$ cat config.mk
export PLATFORM = sky130hd
export DESIGN_NAME = mem_responder
export DESIGN_NICKNAME = d
export VERILOG_FILES = /design/src/rtl/mem_responder.sv
export SDC_FILE = /design/constraint.sdc
export NUM_CORES = 2
export LEC_CHECK = 0
export BUFFER_PORTS_ARGS = -buffer_cell sky130_fd_sc_hd__buf_4
export CORE_MARGIN = 4
export CORE_UTILIZATION = 40
export CTS_CLUSTER_SIZE = 8
export DETAILED_ROUTE_END_ITERATION = 10
export PLACE_DENSITY = 0.52
export SYNTH_ARGS = -nofsm -noshare
export SYNTH_HDL_FRONTEND = slang
export SYNTH_SLANG_ARGS = --single-unit
$ cat constraint.sdc
create_clock -name clk -period 4.6 [get_ports clk]
set_input_delay 0.92 -clock clk [delete_from_list [all_inputs] [get_ports clk]]
set_output_delay 0.92 -clock clk [all_outputs]
set_load 0.01 [all_outputs]
$ cat src/rtl/mem_responder.sv
// mem_responder: single-port word memory behind a four-phase EN/MFC handshake.
// A request is captured in IDLE, waits LAT edges, then performs the access and
// holds MFC until the initiator drops mem_EN.
module mem_responder #(
    parameter int unsigned ADDR_W = 8,
    parameter int unsigned DATA_W = 16,
    parameter int unsigned LAT    = 3
) (
    input  logic              clk,
    input  logic              rst,
    input  logic              mem_EN,
    input  logic              mem_RW,
    input  logic [ADDR_W-1:0] addr,
    input  logic [DATA_W-1:0] wdata,
    output logic [DATA_W-1:0] rdata,
    output logic              MFC,
    output logic              busy
);

    localparam int unsigned DEPTH = 1 << ADDR_W;
    localparam int unsigned CNT_W = 4;
    // LAT edges from capture to MFC: capture loads LAT-1, the cnt==0 edge completes.
    localparam logic [CNT_W-1:0] CNT_LOAD = CNT_W'(LAT - 1);

    typedef enum logic [1:0] {
        S_IDLE = 2'd0,
        S_WAIT = 2'd1,
        S_ACK  = 2'd2
    } state_t;

    state_t              r_state;
    logic [CNT_W-1:0]    r_cnt;
    logic [ADDR_W-1:0]   r_addr;
    logic                r_rw;
    logic [DATA_W-1:0]   r_wdata;
    logic [DATA_W-1:0]   r_rdata;
    logic                r_mfc;
    logic                r_busy;
    logic [DATA_W-1:0]   r_mem [0:DEPTH-1];

    logic                w_fire;
    logic                w_mem_we;

    // Access completes on the WAIT edge where the countdown has expired and EN is still held.
    assign w_fire   = (r_state == S_WAIT) && mem_EN && (r_cnt == '0);
    assign w_mem_we = w_fire && !r_rw;

    // Handshake FSM with latched request, countdown and registered outputs.
    always_ff @(posedge clk or negedge rst) begin
        if (!rst) begin
            r_state <= S_IDLE;
            r_cnt   <= '0;
            r_addr  <= '0;
            r_rw    <= 1'b0;
            r_wdata <= '0;
            r_rdata <= '0;
            r_mfc   <= 1'b0;
            r_busy  <= 1'b0;
        end else begin
            case (r_state)
                S_IDLE: begin
                    if (mem_EN) begin
                        r_addr  <= addr;
                        r_rw    <= mem_RW;
                        r_wdata <= wdata;
                        r_cnt   <= CNT_LOAD;
                        r_busy  <= 1'b1;
                        r_state <= S_WAIT;
                    end
                end
                S_WAIT: begin
                    if (!mem_EN) begin
                        // Abort: nothing is written and rdata is untouched.
                        r_cnt   <= '0;
                        r_busy  <= 1'b0;
                        r_state <= S_IDLE;
                    end else if (r_cnt != '0) begin
                        r_cnt <= r_cnt - CNT_W'(1);
                    end else begin
                        if (r_rw) begin
                            r_rdata <= r_mem[r_addr];
                        end
                        r_mfc   <= 1'b1;
                        r_state <= S_ACK;
                    end
                end
                S_ACK: begin
                    if (!mem_EN) begin
                        r_mfc   <= 1'b0;
                        r_busy  <= 1'b0;
                        r_state <= S_IDLE;
                    end
                end
                default: begin
                    r_cnt   <= '0;
                    r_mfc   <= 1'b0;
                    r_busy  <= 1'b0;
                    r_state <= S_IDLE;
                end
            endcase
        end
    end

    // Storage array; deliberately not reset so contents survive rst.
    always_ff @(posedge clk) begin
        if (w_mem_we) begin
            r_mem[r_addr] <= r_wdata;
        end
    end

    assign rdata = r_rdata;
    assign MFC   = r_mfc;
    assign busy  = r_busy;

endmodule

# ---- Word level (Yosys, flattened, before mapping)
# Memory sizes are Yosys's and may differ from the RTL's. A register that Yosys moved wholly into a read port is not among the register bits.
# Cells that the tools add are included.
dict set report totals {
  reg_bits 33
  latchBits 0
  ram_bits 4096
  romBits 0
  inputBits 28
  out_inout_bits 18
  memories 1
}
dict set report classes {
  add_sub_neg 1
  mul 0
  div_mod_pow 0
  order_cmp 0
  eq_ne 9
  shifts 0
  mux 17
  bitwise 3
  n_reduce_logical 15
}
# name depth word_bits read_ports rd_clocked_by_memory_dff wr line_no
set mem_list {}
lappend mem_list {r_mem 256 16 1 1 1 39} ;# logic [DATA_W-1:0] r_mem [0:DEPTH-1];
# cell count
set ops {}
lappend ops {{2-to-1 mux 4 bit} 3}
lappend ops {{one-hot mux 4 bit (3 select lines)} 1}
lappend ops {{!= test 2 bit, second input constant} 5}
lappend ops {{2-to-1 mux 2 bit} 4}
lappend ops {{AND reduction 4 bit} 2}
lappend ops {{2-to-1 mux 1 bit} 6}
lappend ops {{one-hot mux 2 bit (3 select lines)} 1}
lappend ops {{AND reduction 3 bit} 2}
lappend ops {{zero test 4 bit} 1}
lappend ops {{AND reduction 2 bit} 2}
lappend ops {{nonzero test 4 bit} 1}
lappend ops {{subtractor 4 x 1 -> 4 bit, second input constant} 1}
lappend ops {{logical AND 1 bit} 3}
lappend ops {{!= test 3 x 2 -> 1 bit, second input constant} 1}
lappend ops {{!= test 3 bit, second input constant} 1}
lappend ops {{inverter 1 bit} 3}
lappend ops {{one-hot mux 1 bit (3 select lines)} 1}
lappend ops {{== test 2 x 1 -> 1 bit, second input constant} 1}
lappend ops {{== test 2 bit, second input constant} 1}
lappend ops {{zero test 1 bit} 2}
lappend ops {{zero test 2 bit} 1}
lappend ops {{one-hot mux 1 bit (2 select lines)} 1}
lappend ops {{OR reduction 2 bit} 1}

# ---- Depth between registers and ports, before layout
dict set report logic_depth {
  word_depth 6
  ltp_mapped 13
}

# ---- Worst setup path after synthesis
# OpenSTA, ideal clock, no wires.
dict set report synth_path {
  path_kind {flip-flop to flip-flop}
  start {register r_wdata[0]}
  end {memory r_mem[0][0] (data pin)}
  setup_time_ns 0.803
  arrival_time_ns 3.179
  required_ns 3.797
  setup_slack_ns 0.618
  path_stages_with_launch 1
  path_buffers 0
  period_less_slack_ns 3.982
  path_cell_list {dfrtp_1}
}
# element line_no
set synth_rtl {}
lappend synth_rtl {{start: declaration} 35} ;# logic [DATA_W-1:0] r_wdata;
lappend synth_rtl {{start signal: assignment} 65} ;# r_wdata <= wdata;
lappend synth_rtl {{end: declaration} 39}
# Straight into the memory's write port.

==> impl_summary.txt <==
----------------------------------------------------
[Timing]
  Headroom to the max-slew limit ... 0.143
  Clock Skew ... 0.0929 ns
  Clock period minus final worst setup slack ... 4.40 ns
  Final hold viol count ... 0
  Actual slew at the worst max-slew pin ... 1.29 ns
  Max Fclk ... 227 MHz
  Setup Viol. Count Final ... 0
  Share of the clock period used by the worst path after layout ... 0.956
  Total Neg Setup Slack ... 0 ns
  Unrepaired setup endpoints after global routing ... no
  Number of pins with negative max-slew slack in the final report ... 0

[Critical path]
  Internal reg-to-reg setup slack ... 0.20 ns
  Bufs and invs on worst path ... 3
  Startpoint type of the worst setup path ... register
  Largest delay contributor family on the critical path ... compound AO/OA/AOI/OAI gates
  Critical setup path kind ... register to register
  Worst R2R Start ... r_addr[1]
  Maximum fanout along the worst path ... 25
  Endpoint of the lowest-slack register-to-register path ... rdata[3]
  WP data required ... 5.51 ns
  Nature of the critical path endpoint ... register
  Slowest stage delay, CP ... 0.82 ns
  Critical path cell sequence ... nor2b_4, buf_4, buf_4, a221oi_1, o21ai_0, nand3_1, buf_4, a2111oi_0, o2bb2ai_1
  Worst Reg-to-Reg Cells ... 9
  Slowest library cell on the worst path ... sky130_fd_sc_hd__dfrtp_4
  Data arrival at the endpoint of the critical path ... 5.31 ns
  Worst path most repeated cell ... sky130_fd_sc_hd__buf_4

[Synth]
  Post-synthesis cell type count ... 69
  Sequential area share after synthesis ... 0.781
  Number of warning messages in the yosys log ... 0
  Avg Synthesized Cell Area ... 21.4 um^2
  Flip-flop cell with the highest count after synthesis ... sky130_fd_sc_hd__edfxtp_1
  #FFs+latches synth ... 4145
  Share of flip-flops with an asynchronous set or reset after synthesis ... 0.0118
  Synthesized Nets ... 7466
  Synth Instances ... 7433
  Total standard cell area after synthesis ... 159000 um^2
  Number of enable flip-flop cells after synthesis ... 4096

[Die]
  Initial Util ... 0.402
  FP Rows ... 231
  Die Span X ... 639 um
  Ports ... 46
  Placeable core region ... 396000 um^2
  Die H ... 639 um
  Die Area ... 408000 um^2

[Cells and area]
  Non-filler instance count after layout ... 13800
  Fillers ... 32500
  Ratio of cells with drive above 1 in the final layout ... 0.293
  Storage cell area ... 124000 um^2
  Multi-input logic area ... 32900 um^2
  Post-layout nets ... 8398
  Area added between synthesis and finish ... 18.0%

[Clocking]
  Clock Sink Count ... 4145
  Bufs on Longest Clock Path ... 4
  CTS root buffer ... sky130_fd_sc_hd__clkbuf_16
  Post-CTS clock slew at the launch and capture registers of the worst setup and hold paths ... 0.05 ns
  Insertion delay of the later-clocked pin in the worst-skew pair ... 1.06 ns
  TritonCTS clock tree ... done
  Setup bufs post-CTS ... 0
  Number of buffers inserted by hold repair at cts ... 1
  # H-tree levels ... 6
  Post-cts resize count ... 0
  CTS Buf Count ... 588

[Placed design]
  Placer's final routability congestion estimate ... 0.873
  DP HPWL ... 313 mm
  Number of placed cells counting well taps ... 13000
  Number of input and output port buffers inserted ... 45

[Power and ir drop]
  Power Internal ... 84.0 mW
  Switching portion of total power ... 0.338
  Power per cell area ... 676 nW/um^2
  Share of total power in the clock network ... 0.310
  Leakage power ... 60.1 nW
  Net Sw Power ... 42.9 mW
  Proportion of power drawn by combinational gates ... 0.299
  Seq pwr share ... 0.391
  Max rail drop VDD ... 0.478 mV

[Hold path]
  Tightest Hold Check Type ... primary input to register
  Cells on Worst Hold Path ... 2
  Endpoint, Worst Hold ... r_addr[6]
  Start point of the worst hold path ... addr[6]

[Job]
  Max Cap Violations ... 0

[Global route]
  Initial antenna violation count ... 41
  Grt total ovfl ... 0
  Wire length of the first global-routing pass ... 687 mm
  Pin count of the biggest net entering global routing ... 162
  Total routing resource utilization after global routing ... 0.242
  Vias in the first global route ... 83300

[Drt]
  Number of design rule violations left after detail routing ... 0
  Per-cell via count in the routed design ... 6.02
  Detailed Route WL ... 500 mm
  Routed length per instance ... 36.3 um
  Initial DRC count ... 11100
  1st-pass router iterations ... 6
  Residual antenna-violating net count after detailed routing ... 0
  Count of vias placed by the detailed router ... 82900

[Run status]
  Run status ... finished, final reports clean

----------------------------------------------------
## final cells by class
| class | instances | area share |
|---|---|---|
| multi-input combinational | 2854 | 0.175 |
| clock buffer | 701 | 0.0814 |
| tap | 5242 | 0.0349 |
| clock inverter | 55 | 0.00671 |
| inverter | 11 | 0.000260 |
| antenna | 9 | 0.000120 |
| timing repair buffer | 765 | 0.0390 |
| sequential | 4145 | 0.662 |
## cells by family (layout without fill, tap and decap cells)
family,count (synthesis),in the layout,synth area share
buf+inv,434,1532,0.0151
mux,1310,1310,0.149
simple gates,844,844,0.0238
flops,4145,4145,0.781
fa+ha+maj,5,5,0.000393
other cells,0,9,0
compound gates,695,695,0.0304
## power by group through the flow
stage | logic, mW | registers, mW | clock network, mW
5_1_grt | 39.5 | 49.6 | 41.8
6_report | 37.9 | 49.7 | 39.3
3_5_place_dp | 38.2 | 50.3 | 0
2_1_floorplan | 18.2 | 52.3 | 0
3_3_place_gp | 37.8 | 50.2 | 0
4_1_cts | 38.3 | 49.6 | 40.0
## flip-flops by register name (all words and copies together), names as in the netlist
| signal | flops |
|---|---|
| r_wdata | 16 |
| r_state | 2 |
| r_mem | 4096 |
| r_cnt | 4 |
| MFC | 1 |
| rdata | 16 |
| r_rw | 1 |
| busy | 1 |
| r_addr | 8 |
## cell usage in the layout (no fill, tap or decap), drive strengths merged, types with 28 or more instances in the layout
cell type  count
mux2          28
mux2i        437
or4           34
a21oi         76
nand3         53
a31oi         35
o21ai         71
clkbuf       701
nand2        285
buf          764
mux4         845
nor2         323
dfrtp         49
a221oi        54
a22oi         73
a32oi         65
o22ai        204
clkinv        39
nor3          29
edfxtp      4096
## Yosys cell counts, types with 6 or more instances
cell type / count / area [um^2]
sky130_fd_sc_hd__nor3_1: 29 / 145
sky130_fd_sc_hd__nor2_1: 323 / 1210
sky130_fd_sc_hd__a21oi_1: 76 / 380
sky130_fd_sc_hd__or4_1: 34 / 255
sky130_fd_sc_hd__o2bb2ai_1: 7 / 61.3
sky130_fd_sc_hd__a22oi_1: 73 / 548
sky130_fd_sc_hd__o21ai_0: 70 / 350
sky130_fd_sc_hd__a22o_1: 19 / 166
sky130_fd_sc_hd__mux2_2: 28 / 315
sky130_fd_sc_hd__a31oi_1: 35 / 219
sky130_fd_sc_hd__inv_1: 8 / 30.0
sky130_fd_sc_hd__buf_6: 31 / 349
sky130_fd_sc_hd__o22a_1: 17 / 149
sky130_fd_sc_hd__mux4_2: 845 / 19000
sky130_fd_sc_hd__nand2b_1: 9 / 56.3
sky130_fd_sc_hd__nand2_1: 285 / 1070
sky130_fd_sc_hd__buf_2: 144 / 721
sky130_fd_sc_hd__a221oi_1: 54 / 473
sky130_fd_sc_hd__nand4b_1: 6 / 52.6
sky130_fd_sc_hd__buf_1: 25 / 93.8
sky130_fd_sc_hd__clkbuf_1: 134 / 503
sky130_fd_sc_hd__nand3_1: 53 / 265
sky130_fd_sc_hd__nor4_1: 17 / 106
sky130_fd_sc_hd__edfxtp_1: 4096 / 123000
sky130_fd_sc_hd__and3_1: 11 / 68.8
sky130_fd_sc_hd__nor2b_1: 16 / 100
sky130_fd_sc_hd__or3_1: 16 / 100
sky130_fd_sc_hd__buf_4: 85 / 638
sky130_fd_sc_hd__and2_1: 7 / 43.8
sky130_fd_sc_hd__a211oi_1: 6 / 45.0
sky130_fd_sc_hd__o221ai_1: 18 / 158
sky130_fd_sc_hd__nand4_1: 13 / 81.3
sky130_fd_sc_hd__a2111oi_0: 10 / 87.6
sky130_fd_sc_hd__o2111ai_1: 8 / 70.1
sky130_fd_sc_hd__o211ai_1: 9 / 67.6
sky130_fd_sc_hd__o22ai_1: 204 / 1280
sky130_fd_sc_hd__dfrtp_1: 49 / 1230
sky130_fd_sc_hd__mux2i_1: 437 / 4370
sky130_fd_sc_hd__a32oi_1: 65 / 569
## worst reg2reg max path: cells and delay by family (launching register included)
family | cells | cell delay [ns]
AO/OA/AOI/OAI | 4 | 1.49
AND/OR/NAND/NOR | 2 | 1.04
buffers and inverters | 3 | 0.90
flip-flops | 1 | 0.82
## per-layer routing
layer | GRT usage | vias up | routed length [um]
li1 | - | 33000 | -
met1 | 0.337 | 45200 | 204000
met2 | 0.379 | 3901 | 235000
met3 | 0.0483 | 799 | 41100
met4 | 0.0869 | 16 | 20000
met5 | 0 | - | 108
## through the flow
step	power [mW]	util	setup WS, ns	area, um^2	hold slack (ns)
6_report	127	0.474	0.202	188000	0.111
5_1_grt	131	0.474	0.159	188000	0.0740
4_1_cts	128	0.474	0.309	188000	0.0412
3_5_place_dp	88.5	0.432	0.317	171000	0.529
3_3_place_gp	88.0	0.432	-0.135	171000	0.507
2_1_floorplan	70.6	-	0.618	159000	0.464
## worst max path at each step
stage	cells past startpoint	endpoint	from	slack (ns)
global route	9	rdata[3]	r_addr[1]	0.16
CTS	9	rdata[3]	r_addr[1]	0.31
finish	9	rdata[3]	r_addr[1]	0.20
detailed placement	9	rdata[3]	r_addr[1]	0.32
floorplan	0	r_mem[0][0]	r_wdata[0]	0.62
global placement	10	rdata[13]	r_addr[0]	-0.13
(Power assumes the default switching activity.)
